===== src/rtl/player_input_conditioner_if.sv =====
`default_nettype none
// ============================================================================
// Module   : player_input_conditioner_if
// Brief    : Raw controller pins in, debounced and frame-aligned button state out.
// Revision : 1.0
// ============================================================================
interface player_input_conditioner_if #(
    parameter int NUM_PLAYERS = 2,
    parameter int NUM_BUTTONS = 6
);
    localparam int WIDTH = NUM_PLAYERS * NUM_BUTTONS;

    logic             frame_tick;
    logic [WIDTH-1:0] raw_buttons;
    logic [WIDTH-1:0] level;
    logic [WIDTH-1:0] frame_level;
    logic [WIDTH-1:0] frame_press;
    logic             frame_valid;

    // master: board / game side that owns the pins and the frame timing
    modport master (
        output frame_tick, raw_buttons,
        input  level, frame_level, frame_press, frame_valid
    );

    modport slave (
        input  frame_tick, raw_buttons,
        output level, frame_level, frame_press, frame_valid
    );
endinterface
`default_nettype wire


===== src/rtl/player_input_conditioner.sv =====
`default_nettype none
// ============================================================================
// Module   : player_input_conditioner
// Brief    : N-player, M-button synchroniser, debouncer and per-frame press latch.
// Revision : 1.0
// ============================================================================
module player_input_conditioner #(
    parameter int                     NUM_PLAYERS     = 2,
    parameter int                     NUM_BUTTONS     = 6,
    parameter int                     DEBOUNCE_CYCLES = 1_000_000,
    parameter logic [NUM_BUTTONS-1:0] ACTIVE_LOW_MASK = 6'b001111
) (
    input wire logic                  clk,
    input wire logic                  rst_l,
    player_input_conditioner_if.slave bus
);

    localparam int              WIDTH    = NUM_PLAYERS * NUM_BUTTONS;
    localparam logic [WIDTH-1:0] POL_MASK = {NUM_PLAYERS{ACTIVE_LOW_MASK}};
    localparam int              CNT_W    = (DEBOUNCE_CYCLES > 1) ? $clog2(DEBOUNCE_CYCLES) : 1;
    localparam logic [CNT_W-1:0] CNT_MAX  = CNT_W'(DEBOUNCE_CYCLES - 1);

    logic [WIDTH-1:0] sync_a;
    logic [WIDTH-1:0] sync_b;
    logic [WIDTH-1:0] norm;
    logic [WIDTH-1:0] deb_level;
    logic [WIDTH-1:0] level_next;
    logic [WIDTH-1:0] rise;
    logic [WIDTH-1:0] pend;
    logic [WIDTH-1:0] snap_level;
    logic [WIDTH-1:0] snap_press;
    logic             valid_pulse;

    // Synchroniser resets to the released pin value so norm starts at 0
    // and reset release never looks like a press.
    always_ff @(posedge clk or negedge rst_l) begin
        if (!rst_l) begin
            sync_a <= POL_MASK;
            sync_b <= POL_MASK;
        end else begin
            sync_a <= bus.raw_buttons;
            sync_b <= sync_a;
        end
    end

    assign norm = sync_b ^ POL_MASK;

    for (genvar i = 0; i < WIDTH; i++) begin : g_bit
        logic [CNT_W-1:0] cnt;

        always_ff @(posedge clk or negedge rst_l) begin
            if (!rst_l) begin
                cnt <= '0;
            end else if (norm[i] == deb_level[i]) begin
                cnt <= '0;
            end else if (cnt == CNT_MAX) begin
                cnt <= '0;
            end else begin
                cnt <= cnt + 1'b1;
            end
        end

        assign level_next[i] = ((norm[i] != deb_level[i]) && (cnt == CNT_MAX))
                               ? norm[i] : deb_level[i];
    end

    assign rise = level_next & ~deb_level;

    // A rise landing on the tick edge belongs to the closing frame only.
    always_ff @(posedge clk or negedge rst_l) begin
        if (!rst_l) begin
            deb_level   <= '0;
            pend        <= '0;
            snap_level  <= '0;
            snap_press  <= '0;
            valid_pulse <= 1'b0;
        end else begin
            deb_level   <= level_next;
            valid_pulse <= bus.frame_tick;
            if (bus.frame_tick) begin
                snap_level <= level_next;
                snap_press <= pend | rise;
                pend       <= '0;
            end else begin
                pend       <= pend | rise;
            end
        end
    end

    assign bus.level       = deb_level;
    assign bus.frame_level = snap_level;
    assign bus.frame_press = snap_press;
    assign bus.frame_valid = valid_pulse;

endmodule
`default_nettype wire


===== src/flat_wrapper.sv =====
// flat-port wrapper written by rule: the top's interface ports become plain ports
module player_input_conditioner_flat 
#(
    parameter int                     NUM_PLAYERS     = 2,
    parameter int                     NUM_BUTTONS     = 6,
    parameter int                     DEBOUNCE_CYCLES = 1_000_000,
    parameter logic [NUM_BUTTONS-1:0] ACTIVE_LOW_MASK = 6'b001111
)
  (clk, rst_l, bus_frame_tick, bus_raw_buttons, bus_level, bus_frame_level, bus_frame_press, bus_frame_valid);
  player_input_conditioner_if #(.NUM_PLAYERS(NUM_PLAYERS), .NUM_BUTTONS(NUM_BUTTONS)) bus_i ();
  input wire logic clk;
  input wire logic rst_l;
  input wire logic [$bits(bus_i.frame_tick)-1:0] bus_frame_tick;
  input wire logic [$bits(bus_i.raw_buttons)-1:0] bus_raw_buttons;
  output wire logic [$bits(bus_i.level)-1:0] bus_level;
  output wire logic [$bits(bus_i.frame_level)-1:0] bus_frame_level;
  output wire logic [$bits(bus_i.frame_press)-1:0] bus_frame_press;
  output wire logic [$bits(bus_i.frame_valid)-1:0] bus_frame_valid;
  assign bus_i.frame_tick = bus_frame_tick;
  assign bus_i.raw_buttons = bus_raw_buttons;
  assign bus_level = bus_i.level;
  assign bus_frame_level = bus_i.frame_level;
  assign bus_frame_press = bus_i.frame_press;
  assign bus_frame_valid = bus_i.frame_valid;
  player_input_conditioner #(.NUM_PLAYERS(NUM_PLAYERS), .NUM_BUTTONS(NUM_BUTTONS), .DEBOUNCE_CYCLES(DEBOUNCE_CYCLES), .ACTIVE_LOW_MASK(ACTIVE_LOW_MASK)) u_core (.clk(clk), .rst_l(rst_l), .bus(bus_i));
endmodule

===== config.mk =====
export PLATFORM = sky130hd
export DESIGN_NAME = player_input_conditioner_flat
export DESIGN_NICKNAME = d
export VERILOG_FILES = /design/src/rtl/player_input_conditioner_if.sv /design/src/rtl/player_input_conditioner.sv /design/src/flat_wrapper.sv
export SDC_FILE = /design/constraint.sdc
export NUM_CORES = 1
export LEC_CHECK = 0
export BUFFER_PORTS_ARGS = -buffer_cell sky130_fd_sc_hd__buf_2
export CAP_MARGIN = 20
export CORE_MARGIN = 2
export CORE_UTILIZATION = 45
export CTS_BUF_LIST = sky130_fd_sc_hd__clkbuf_8
export DETAILED_ROUTE_END_ITERATION = 10
export PLACE_DENSITY_LB_ADDON = 0.05
export SLEW_MARGIN = 25
export SYNTH_ARGS = -nofsm -noshare
export SYNTH_HDL_FRONTEND = slang
export SYNTH_SLANG_ARGS = --single-unit

===== constraint.sdc =====
create_clock -name clk -period 3.9 [get_ports clk]
set_input_delay 0.585 -clock clk [delete_from_list [all_inputs] [get_ports clk]]
set_output_delay 0.585 -clock clk [all_outputs]
set_load 0.05 [all_outputs]

==> metrics <==
setup_tns=0 ps; Worst EP arrival=3040 ps; Seq cells post-synth=roughly 310; CTS Buffer Depth=3; synth unique cells=58; count of final setup violators=0; Yosys top cell by area=dfrtp_1; antenna violations before repair=0; RSZ-0062 raised after global routing=false; Worst Path Required=~4300 ps; skew final=about 17 ps; Worst VDD drop=approximately 0.26 mV; worst min path class=input port to register; Worst-Margin Slew=slightly below 900 ps; Total Wirelength=between 20 and 30 mm; ANT nets after route=0; Post-Syn Instances=approximately 1500; Area after DPL=~15000 sq um; Syn Area/Cell=a little under 10 sq um; FF-to-FF path depth=4; drt wl/cell=around 14 microns; DRC violations left=0; GRT Total Usage=17.9%; DR iter-0 viols=about 500; P&R area growth vs syn=13.1%; post-CTS sizing=0; Hold Crit Depth=1; root buf cell=clkbuf_8; final core occ=between 50 and 60%; Antenna Cells=0; Chip Width=approximately 180 microns; htree depth=2; total gr overflow=0; post-route cell area=between 15000 and 20000 sq um; # clock sinks=313; number of synthesized flops with an enable pin=0; Synth top cells by count=dfrtp_1, nor2_1, xnor2_1; Synthesis Warnings=0; Final Critical Period=~2600 ps; startpoint types=register; hpwl dp=18.5 mm; GP Congestion=about 0.77; routed vias=10730; Fin Hold WS=between 70 and 80 ps; part of the cycle the worst path needs=66.8%; Core Box Area=approximately 32000 sq um; Worst slew margin=42.0%; Total Nets Final=around 1600; # port buffers=between 50 and 60; Max Cap Viol=0; slowest stage cell on the critical path=o21ai_2; first-pass GRT wire length=50.5 mm; worst setup path category=register to register; CP peak stage delay=around 690 ps; die area=around 34000 sq um; FMAX=384 MHz; CTS buffer count=55; Seq/Total Area, Yosys=53.7%; Chip Height=roughly 180 microns; crit end category=register; row count=66; post-synth top area share=around half; top-count cell post-synth=dfrtp_1; Final Max Slew Viols=0; post-CTS setup buffer count=0; leading post-synthesis cells by cell area=dfrtp_1, xnor2_1, nor2_1; ys async rst share=100%; vias in the first global route=roughly 10000; P_leak=around 6.8 nW; 1st-pass router iterations=5; outcome=finished, final reports clean; CTS tree=done; post-synth net total=1500; Top Ports=52; top_reg_cell synth=dfrtp_1; share of layout cells above drive strength 1=11.9%; largest net degree at the start of global routing=94; Cell Area, Synth=14600 sq um; Starting Density=45.3%; pwr dens=approximately 400 nW/um^2; Hold Vio Cnt, Final=0; CP Max Fanout=20; worst skew pair latency=between 600 and 700 ps; Worst-path clk slew=around 60 ps; worst-path cell chain=or4b_2 -> or4_1 -> o21ai_2 -> nor2_1; vias per cell=between 5 and 6
-- layer usage --
| layer | GRT usage [%] | routed length (microns) | up-vias |
|---|---|---|---|
| met1 | 25.1 | 14300 | 5144 |
| met5 | 0 | 0 | - |
| met3 | 4.19 | 1160 | 51 |
| li1 | - | - | 5388 |
| met2 | 27.7 | 12700 | 147 |
| met4 | 5.50 | 586 | 0 |
-- critical path, delay by kind of cell (launching register included) --
| family | cells | cell delay (ps) |
|---|---|---|
| compound gates | 1 | 690 |
| simple gates | 3 | 1330 |
| flops | 1 | 430 |
-- report_power, final --
| part | internal [mW] | total, mW | leakage, nW | switching (mW) |
|---|---|---|---|---|
| registers | 3.32 | 3.37 | 4.23 | 0.0526 |
| clock network | 1.80 | 3.14 | 0.681 | 1.34 |
| logic | 0.0741 | 0.299 | 1.90 | 0.225 |
-- logic make-up after synthesis --
kind of cell | Yosys count | synth area share [%]
buffers and inverters | 112 | 3.19
XOR/XNOR | 158 | 9.47
multiplexers | 1 | 0.0685
adder cells (fa/ha/maj) | 12 | 1.03
AO/OA/AOI/OAI | 197 | 8.16
AND/OR/NAND/NOR | 680 | 24.4
flip-flops | 313 | 53.7
-- layout make-up --
cell class,instances,area [sq um]
Clock inverter,36,258
Inverter,67,251
Tap cell,442,553
Sequential cell,313,7850
Timing Repair Buffer,61,380
Multi-Input combinational cell,1048,6330
Fill cell,2981,15800
Clock buffer,66,908
-- per-stage QoR --
step	power (mW)	instances	setup WS [ps]
2_1_floorplan	3.59	1473	1830
3_3_place_gp	3.73	1930	1320
3_5_place_dp	3.73	1930	1270
4_1_cts	6.95	2033	1270
5_1_grt	7.14	2033	1140
6_report	6.81	2033	1300
-- cells in the final DEF, fill, tap and decap left out, drive strengths merged, types with 3 or more instances in the layout --
cell	n
o21ai	50
o221ai	3
clkinv	11
nand3b	7
o31ai	27
a21o	3
and4	12
dfrtp	297
nor4b	3
nand2	67
o2bb2ai	3
a211oi	3
or2	9
a31oi	13
nor4	33
a21oi	77
clkbuf	66
xnor2	104
nor3	37
bufinv	4
ha	12
inv	87
nor2b	3
or4b	12
and3	12
nand4	50
or4	53
a41oi	7
or3	46
buf	60
nand3	83
xor2	54
nor2	234
dfstp	16
and2	12
-- state kept, by name, indices dropped and copies added (netlist names) --
register,flops
u_core.bus.frame_level,12
u_core.bus.level,12
u_core.pend,12
u_core.sync_b,12
u_core.sync_a,12
u_core.g_bit.cnt,240
u_core.bus.frame_valid,1
u_core.bus.frame_press,12
-- final timing paths --
path | start | endpoint | slack (ps)
max | u_core.g_bit[4].cnt[6] | u_core.g_bit[4].cnt[11] | 1300
min | bus_raw_buttons[9] | u_core.sync_a[9] | 70
max reg2reg | u_core.g_bit[4].cnt[6] | u_core.g_bit[4].cnt[11] | 1300
min reg2reg | u_core.sync_a[11] | u_core.sync_b[11] | 350
max in group asynchronous | rst_l | u_core.sync_a[9] | 2490
min in group asynchronous | rst_l | u_core.g_bit[8].cnt[13] | 530
-- timing repair --
| item | in CTS | in global routing |
|---|---|---|
| endpoints found under the hold margin | 59 | 0 |
| endpoints found under the setup margin | 0 | 0 |
| hold buffers | 1 | 0 |
Note: power is estimated with default switching activity, not from simulation.
